File: src/rtl/bcd_counter_mux_display.sv
// N-digit BCD up/down counter with load/clear and a time-multiplexed 7-segment driver.
// Count and scan rates come from clock-enable dividers; everything runs on CLK.
module bcd_counter_mux_display #(
  parameter int unsigned DIGITS         = 4,
  parameter int unsigned TICK_DIV       = 100_000_000,
  parameter int unsigned SCAN_DIV       = 100_000,
  parameter int unsigned SEG_ACTIVE_LOW = 0,
  parameter int unsigned SEL_ACTIVE_LOW = 1,
  parameter int unsigned BLANK_LZ       = 1
) (
  input  logic                  CLK,
  input  logic                  RESET,
  input  logic                  EN,
  input  logic                  UP_DN,
  input  logic                  CLR,
  input  logic                  LOAD,
  input  logic [4*DIGITS-1:0]   LOAD_VAL,
  output logic [4*DIGITS-1:0]   COUNT,
  output logic                  WRAP,
  output logic [6:0]            SEG_C,
  output logic [DIGITS-1:0]     SEG_SEL
);

  localparam int unsigned CW  = 4 * DIGITS;
  localparam int unsigned PW  = $clog2(TICK_DIV);
  localparam int unsigned SDW = $clog2(SCAN_DIV);
  localparam int unsigned SW  = (DIGITS > 1) ? $clog2(DIGITS) : 1;

  localparam logic [6:0]        SEG_OFF = (SEG_ACTIVE_LOW != 0) ? 7'h7f : 7'h00;
  localparam logic [DIGITS-1:0] SEL_OFF = (SEL_ACTIVE_LOW != 0) ? {DIGITS{1'b1}} : {DIGITS{1'b0}};

  logic [PW-1:0]     presc_q, presc_d;
  logic [CW-1:0]     count_q, count_d;
  logic              wrap_q, wrap_d;
  logic [SDW-1:0]    scan_div_q, scan_div_d;
  logic [SW-1:0]     scan_idx_q, scan_idx_d;
  logic [6:0]        seg_q, seg_d;
  logic [DIGITS-1:0] sel_q, sel_d;

  logic              tick;
  logic              carry;
  logic [3:0]        dig;
  logic [CW-1:0]     step;

  // Prescaler and count next-state; carry out of the top digit is the wrap condition.
  always_comb begin
    presc_d = presc_q;
    count_d = count_q;
    wrap_d  = 1'b0;
    tick    = (presc_q == PW'(TICK_DIV - 1)) && EN;
    carry   = 1'b1;
    dig     = 4'd0;
    step    = count_q;

    for (int i = 0; i < int'(DIGITS); i++) begin
      dig = count_q[4*i +: 4];
      if (carry) begin
        if (UP_DN) begin
          if (dig == 4'd9) begin
            step[4*i +: 4] = 4'd0;
          end else begin
            step[4*i +: 4] = dig + 4'd1;
            carry          = 1'b0;
          end
        end else begin
          if (dig == 4'd0) begin
            step[4*i +: 4] = 4'd9;
          end else begin
            step[4*i +: 4] = dig - 4'd1;
            carry          = 1'b0;
          end
        end
      end
    end

    if (CLR) begin
      count_d = '0;
      presc_d = '0;
    end else if (LOAD) begin
      for (int i = 0; i < int'(DIGITS); i++) begin
        count_d[4*i +: 4] = (LOAD_VAL[4*i +: 4] > 4'd9) ? 4'd0 : LOAD_VAL[4*i +: 4];
      end
      presc_d = '0;
    end else begin
      if (EN) begin
        presc_d = tick ? '0 : presc_q + PW'(1);
      end
      if (tick) begin
        count_d = step;
        wrap_d  = carry;
      end
    end
  end

  logic [3:0] cur;
  logic       zero_above;
  logic       blank;
  logic [6:0] raw;
  logic [DIGITS-1:0] onehot;

  // Scan divider/index and display decode of the currently selected digit.
  always_comb begin
    scan_div_d = scan_div_q + SDW'(1);
    scan_idx_d = scan_idx_q;
    if (scan_div_q == SDW'(SCAN_DIV - 1)) begin
      scan_div_d = '0;
      scan_idx_d = (scan_idx_q == SW'(DIGITS - 1)) ? '0 : scan_idx_q + SW'(1);
    end

    cur        = 4'd0;
    zero_above = 1'b1;
    onehot     = '0;
    for (int i = 0; i < int'(DIGITS); i++) begin
      if (SW'(i) == scan_idx_q) begin
        cur       = count_q[4*i +: 4];
        onehot[i] = 1'b1;
      end
      if ((i >= int'(scan_idx_q)) && (count_q[4*i +: 4] != 4'd0)) begin
        zero_above = 1'b0;
      end
    end
    blank = (BLANK_LZ != 0) && (scan_idx_q != '0) && zero_above;

    case (cur)
      4'd0:    raw = 7'h3f;
      4'd1:    raw = 7'h06;
      4'd2:    raw = 7'h5b;
      4'd3:    raw = 7'h4f;
      4'd4:    raw = 7'h66;
      4'd5:    raw = 7'h6d;
      4'd6:    raw = 7'h7d;
      4'd7:    raw = 7'h07;
      4'd8:    raw = 7'h7f;
      4'd9:    raw = 7'h6f;
      default: raw = 7'h00;
    endcase
    if (blank) begin
      raw = 7'h00;
    end

    seg_d = (SEG_ACTIVE_LOW != 0) ? ~raw : raw;
    sel_d = (SEL_ACTIVE_LOW != 0) ? ~onehot : onehot;
  end

  always_ff @(posedge CLK or posedge RESET) begin
    if (RESET) begin
      presc_q    <= '0;
      count_q    <= '0;
      wrap_q     <= 1'b0;
      scan_div_q <= '0;
      scan_idx_q <= '0;
      seg_q      <= SEG_OFF;
      sel_q      <= SEL_OFF;
    end else begin
      presc_q    <= presc_d;
      count_q    <= count_d;
      wrap_q     <= wrap_d;
      scan_div_q <= scan_div_d;
      scan_idx_q <= scan_idx_d;
      seg_q      <= seg_d;
      sel_q      <= sel_d;
    end
  end

  assign COUNT   = count_q;
  assign WRAP    = wrap_q;
  assign SEG_C   = seg_q;
  assign SEG_SEL = sel_q;

endmodule
File: config.mk
export PLATFORM = sky130hd
export DESIGN_NAME = bcd_counter_mux_display
export DESIGN_NICKNAME = d
export VERILOG_FILES = /design/src/rtl/bcd_counter_mux_display.sv
export SDC_FILE = /design/constraint.sdc
export NUM_CORES = 1
export LEC_CHECK = 0
export BUFFER_PORTS_ARGS = -buffer_cell sky130_fd_sc_hd__buf_2
export CORE_ASPECT_RATIO = 1.2
export CORE_UTILIZATION = 54
export DETAILED_ROUTE_END_ITERATION = 10
export PLACE_DENSITY = 0.77
export SKIP_CTS_REPAIR_TIMING = 1
export SLEW_MARGIN = 10
export SYNTH_ARGS = -nofsm -noshare
export SYNTH_HDL_FRONTEND = slang
export SYNTH_SLANG_ARGS = --single-unit
export TNS_END_PERCENT = 5
File: constraint.sdc
create_clock -name CLK -period 2.1 [get_ports CLK]
set_input_delay 0.42 -clock CLK [delete_from_list [all_inputs] [get_ports CLK]]
set_output_delay 0.42 -clock CLK [all_outputs]
set_load 0.02 [all_outputs]
==> reports/summary.txt, run 1 <==
H-tree Lvls - 3
Sequential share of the synthesized area - 0.397
Post-DR vias/cell - 5.76
Ys async rst share - 1.00
MaxCap Viol Count - 0
Nets@finish - 662
Post-synth top flop - dfrtp_1
Starting Density - 0.568
Least-Margin Pin Slew - 0.602 ns
Top cells by area, synth - dfrtp_1 37%, ha_1 6.1%, nor2_1 4.6%, nand2_1 4.3%, xor2_1 4.1%
Fmax - 469 MHz
Pwr Density - 585 nW/um2
Fin util - 0.689
Total congestion overflow - 0
Clock share of power - 0.321
Final period util - 1.02
Antenna-violating nets left - 0
CP Data Arrival Time - 2.41 ns
Finish-stage setup viols - 1
CTS tree - built
Total CTS buffers - 9
Die area - 9050 um2
Die W - 87 um
Skew-Pair Late Insertion Delay - 0.36 ns
First-pass GRT wire length - 18.5 mm
Distinct cells, synth - 67
P_int - 2320 uW
Part of the power in registers - 0.461
Reg-to-reg endpoint - SEG_C[3]$_DFF_PP0_
Dpl hpwl - 8.01 mm
Synth top area share - 0.374
Synthesized cell area - 4680 um2
CTS root buf - clkbuf_8
Yosys warns - 0
Drt pass-1 iters - 4
Die height - 104 um
Leading area contributor after synthesis - dfrtp_1
IO Port Bufs - 49
HP Class - in -> async
Initial antenna violation count - 0
Mapped Cells - 532
Final clock skew - 0.00897 ns
# IOs - 50
Pin count of the biggest net entering global routing - 35
Crit Path Category - reg -> reg
Synth-to-Final Area Change - 21.2%
Logic pwr share - 0.218
Total Routing Usage GR - 0.259
Core area - 8240 um2
Hold WS - 0.125 ns
Clock Sinks - 74
Reg2Reg Launch Point - scan_idx_q[0]$_DFFE_PP0N_
Failing checks - negative setup slack
Seq cells post-synth - 74
R2R depth - 7
RSZ-0062 raised after global routing - true
Via count - 4241
Sw frac - 0.300
Placer congestion estimate - 0.917
Crit end category - register
Diode count - 0
Post-synth EDFFs - 0
Leak - 0.00251 uW
Status - finished, violations left
Average instance area after synthesis - 8.80 um2
Vias in the first global route - 4200
Post-route DRC - 0
FF-to-FF setup slack - -0.03 ns
Worst setup slack after layout - -0.0329 ns
Starting DRT DRC Count - 266
Layout cell share with drive strength beyond 1 - 0.241
Clock-pin slew on the worst setup and hold paths - 0.07 ns
Row count - 36
Startpoint Class - register
Max VDD drop - 0.408 mV
Final Hold Fails - 0
WP data required - 2.38 ns
Max_slew headroom - 0.598
Clk buf depth - 2
Slew Limit Fails - 0
Worst-path fanout max - 6
DR WL/cell - 15.4 um
Post-Route WL - 11.4 mm
Sw Pwr - 998 uW
Synth Net Count - 577
Final worst path period need - 2.13 ns
[cells by family after synthesis]
family	synth area share
AND/OR/NAND/NOR	0.236
AO/OA/AOI/OAI	0.165
flip-flops	0.397
buffers and inverters	0.0481
XOR/XNOR	0.0748
adder cells (fa/ha/maj)	0.0615
multiplexers	0.0182
[worst max-delay path, cell delays in order, from the launching register on]
cell	delay (ns)
dfrtp_2	0.44
buf_6	0.13
ha_4	0.18
o311ai_4	0.30
o311ai_4	0.16
ha_1	0.33
mux2_1	0.31
a211oi_2	0.20
[placed cells by master, fill, tap and decap left out, types with 4 or more instances in the layout]
cell type,n
a211oi_1,5
a21oi_1,28
a21oi_2,5
a31oi_1,6
and3_1,9
and4_1,5
buf_2,49
buf_4,45
clkbuf_1,4
clkbuf_8,9
dfrtp_1,69
dfstp_2,4
ha_1,17
inv_1,26
inv_2,5
mux2i_1,4
nand2_1,54
nand2b_1,7
nand3_1,28
nand4_1,9
nor2_1,57
nor2b_1,6
nor3_1,9
o21ai_0,12
o21ai_1,11
o31ai_1,11
or3_1,5
xnor2_1,18
xor2_1,22
[flip-flops by register name, indices dropped and copies added (netlist names)]
register    flops
scan_div_q     17
COUNT          16
scan_idx_q      2
WRAP            1
presc_q        27
SEG_C           7
SEG_SEL         4
[synth_stat cells, types with 12 or more instances]
cell and number:
nor2_1 58, xnor2_1 18, a21oi_1 30, xor2_1 22
inv_1 31, nand3_1 28, ha_1 23, nand2_1 54
o21ai_0 12, dfrtp_1 70
[metal layers]
metal | global-route usage | wire, um | vias to the layer above | share of wire
met2 | 0.452 | 5790 | 114 | 0.51
li1 | - | - | 2050 | -
met5 | 0 | 0 | - | 0
met3 | 0.0508 | 448 | 28 | 0.039
met1 | 0.301 | 4770 | 2049 | 0.42
met4 | 0.118 | 345 | 0 | 0.030
[power groups by stage]
stage	registers, uW	clock network, uW	logic, uW
final	1530	1070	725
after global routing	1540	1150	797
after CTS	1530	1080	690
after detailed placement	1550	0	684
after global placement	1550	0	666
after floorplan	1610	0	382
[layout make-up]
cell class | instances | area (um2)
multi-input cells | 403 | 2740
fillers | 667 | 2570
flip-flops and latches | 74 | 1860
repair buffers | 97 | 634
well taps | 114 | 143
clock buffers | 13 | 139
inverters | 32 | 124
clock inverters | 3 | 40.0
[worst max-delay path by stage]
stage                         startpoint                 end  slack [ns]
2_1_floorplan  scan_idx_q[0]$_DFFE_PP0N_  SEG_C[0]$_DFF_PP0_        -0.1
3_3_place_gp   scan_idx_q[1]$_DFFE_PP0N_  SEG_C[0]$_DFF_PP0_       -0.03
3_5_place_dp   scan_idx_q[1]$_DFFE_PP0N_  SEG_C[3]$_DFF_PP0_       -0.12
4_1_cts        scan_idx_q[1]$_DFFE_PP0N_  SEG_C[3]$_DFF_PP0_       -0.14
5_1_grt        scan_idx_q[1]$_DFFE_PP0N_  SEG_C[3]$_DFF_PP0_       -0.11
6_report       scan_idx_q[0]$_DFFE_PP0N_  SEG_C[3]$_DFF_PP0_       -0.03
[metrics by stage]
step / cells / TNS [ns] / cell area (um2) / setup WS, ns / total power [uW]
3_5_place_dp: 717 / -0.309 / 5330 / -0.123 / 2240
6_report: 736 / -0.0329 / 5680 / -0.0329 / 3320
4_1_cts: 733 / -0.403 / 5510 / -0.140 / 3290
2_1_floorplan: 532 / -0.273 / 4690 / -0.0990 / 1990
3_3_place_gp: 717 / -0.0368 / 5330 / -0.0270 / 2220
5_1_grt: 736 / -0.403 / 5680 / -0.114 / 3480
(Power assumes the default switching activity.)
==> run 2: changes to the inputs <==
CORE_UTILIZATION = 50   (was 54)
PLACE_DENSITY = 0.72   (was 0.77)
RECOVER_POWER = 100   (was default)
==> reports/summary.txt, run 2 (synthesis gave the netlist of run 1 again) <==
Final Hold Fails - 0
Worst-path fanout max - 4
FF-to-FF setup slack - -0.008 ns
Leading cell types in the layout, fill and taps excluded - 69 x dfrtp_1, 57 x nor2_1, 54 x nand2_1
Clk buf depth - 2
Post-Route WL - 11.6 mm
Die area - 9760 um2
Starting Density - 0.516
Status - finished, violations left
Final period util - 1.00
Die W - 90.3 um
Slew Limit Fails - 0
Biggest register - presc_q
# IOs - 50
Crit Path Category - reg -> reg
Total congestion overflow - 0
Sequential cell area - 1860 um2
H-tree Lvls - 3
Placed inst area - 5330 um2
Synth-to-Final Area Change - 23.6%
Dpl hpwl - 8.06 mm
Pwr Density - 612 nW/um2
CTS tree - built
Startpoint Class - register
Final clock skew - 0.00977 ns
Vias in the first global route - 4095
Die height - 108 um
Antenna-violating nets left - 0
Via count - 4251
Most common cell after layout, fill and taps aside - dfrtp_1
DR WL/cell - 15.5 um
Fmax - 474 MHz
Failing checks - negative setup slack
WP data required - 2.39 ns
Max reg flops - 27
Post-DR vias/cell - 5.69
Hold WS - 0.130 ns
Post-route DRC - 0
Filler cell count - 727
Total Power - 3540 uW
Core area - 9080 um2
Clock Sinks - 74
Place WS - -0.136 ns
CTS root buf - clkbuf_8
Layout cell share with drive strength beyond 1 - 0.258
Crit end category - register
Area of the multi-input gates - 2770 um2
Total Routing Usage GR - 0.241
Skew-Pair Late Insertion Delay - 0.37 ns
RSZ-0062 raised after global routing - true
MaxCap Viol Count - 0
Clock-pin slew on the worst setup and hold paths - 0.08 ns
Fin util - 0.637
HP Class - in -> async
Final worst path period need - 2.11 ns
Design area - 5790 um2
Placer congestion estimate - 0.897
Initial antenna violation count - 0
Row count - 38
Least-Margin Pin Slew - 0.799 ns
Pin count of the biggest net entering global routing - 59
IO Port Bufs - 49
CP Data Arrival Time - 2.40 ns
Starting DRT DRC Count - 285
Total CTS buffers - 9
Nets@finish - 667
Worst setup slack after layout - -0.00793 ns
Reg2Reg Launch Point - scan_idx_q[1]$_DFFE_PP0N_
Drt pass-1 iters - 5
First-pass GRT wire length - 18.6 mm
R2R depth - 9
Leak - 0.00254 uW
Max VDD drop - 0.407 mV
Max_slew headroom - 0.467
Diode count - 0
Reg-to-reg endpoint - SEG_C[3]$_DFF_PP0_
Finish-stage setup viols - 2
-- run 2: cell types whose count changed in the layout (fill, tap and decap cells not counted), sizes merged --
cell | previous run | this run
buf | 97 | 101
bufinv | 1 | 2
-- run 2: critical path: stages, from the launching register on --
cell      delay [ns]
dfrtp_1         0.41
inv_2           0.14
ha_4            0.17
inv_4           0.04
o311ai_4        0.26
o311ai_4        0.17
buf_4           0.18
ha_4            0.21
mux2_4          0.27
a211oi_2        0.17
-- run 2: area by class of cell --
class,count,share of cell area
clock inverter,4,0.0128
multi-input combinational,403,0.479
inverter,32,0.0218
sequential,74,0.321
tap,120,0.0259
timing repair buffer,102,0.112
clock buffer,12,0.0268
-- run 2: worst max path at each step --
stage	startpoint	cells past startpoint	end
after global placement	scan_idx_q[1]$_DFFE_PP0N_	9	SEG_C[0]$_DFF_PP0_
after global routing	scan_idx_q[1]$_DFFE_PP0N_	9	SEG_C[3]$_DFF_PP0_
final	scan_idx_q[1]$_DFFE_PP0N_	9	SEG_C[3]$_DFF_PP0_
after floorplan	scan_idx_q[0]$_DFFE_PP0N_	7	SEG_C[0]$_DFF_PP0_
after detailed placement	scan_idx_q[1]$_DFFE_PP0N_	9	SEG_C[0]$_DFF_PP0_
after CTS	scan_idx_q[1]$_DFFE_PP0N_	8	SEG_C[3]$_DFF_PP0_
-- run 2: routing by layer --
metal | up-vias | global-route usage | share of wire
met1 | 2036 | 0.275 | 0.41
met5 | - | 0 | 0
li1 | 2061 | - | -
met2 | 126 | 0.436 | 0.51
met4 | 0 | 0.131 | 0.036
met3 | 28 | 0.0352 | 0.045
-- run 2: per-stage QoR --
| step | TNS, ns | instances |
|---|---|---|
| after floorplan | -0.273 | 532 |
| after global placement | -0.00573 | 723 |
| after detailed placement | -0.268 | 723 |
| after CTS | -0.615 | 739 |
| after global routing | -0.206 | 747 |
| final | -0.0109 | 747 |
-- run 2: report_power, final --
part           internal (uW)  switching, uW  leakage, uW
Clock                    735            549     0.000117
Sequential              1470           58.1     0.000967
Combinational            302            427      0.00146
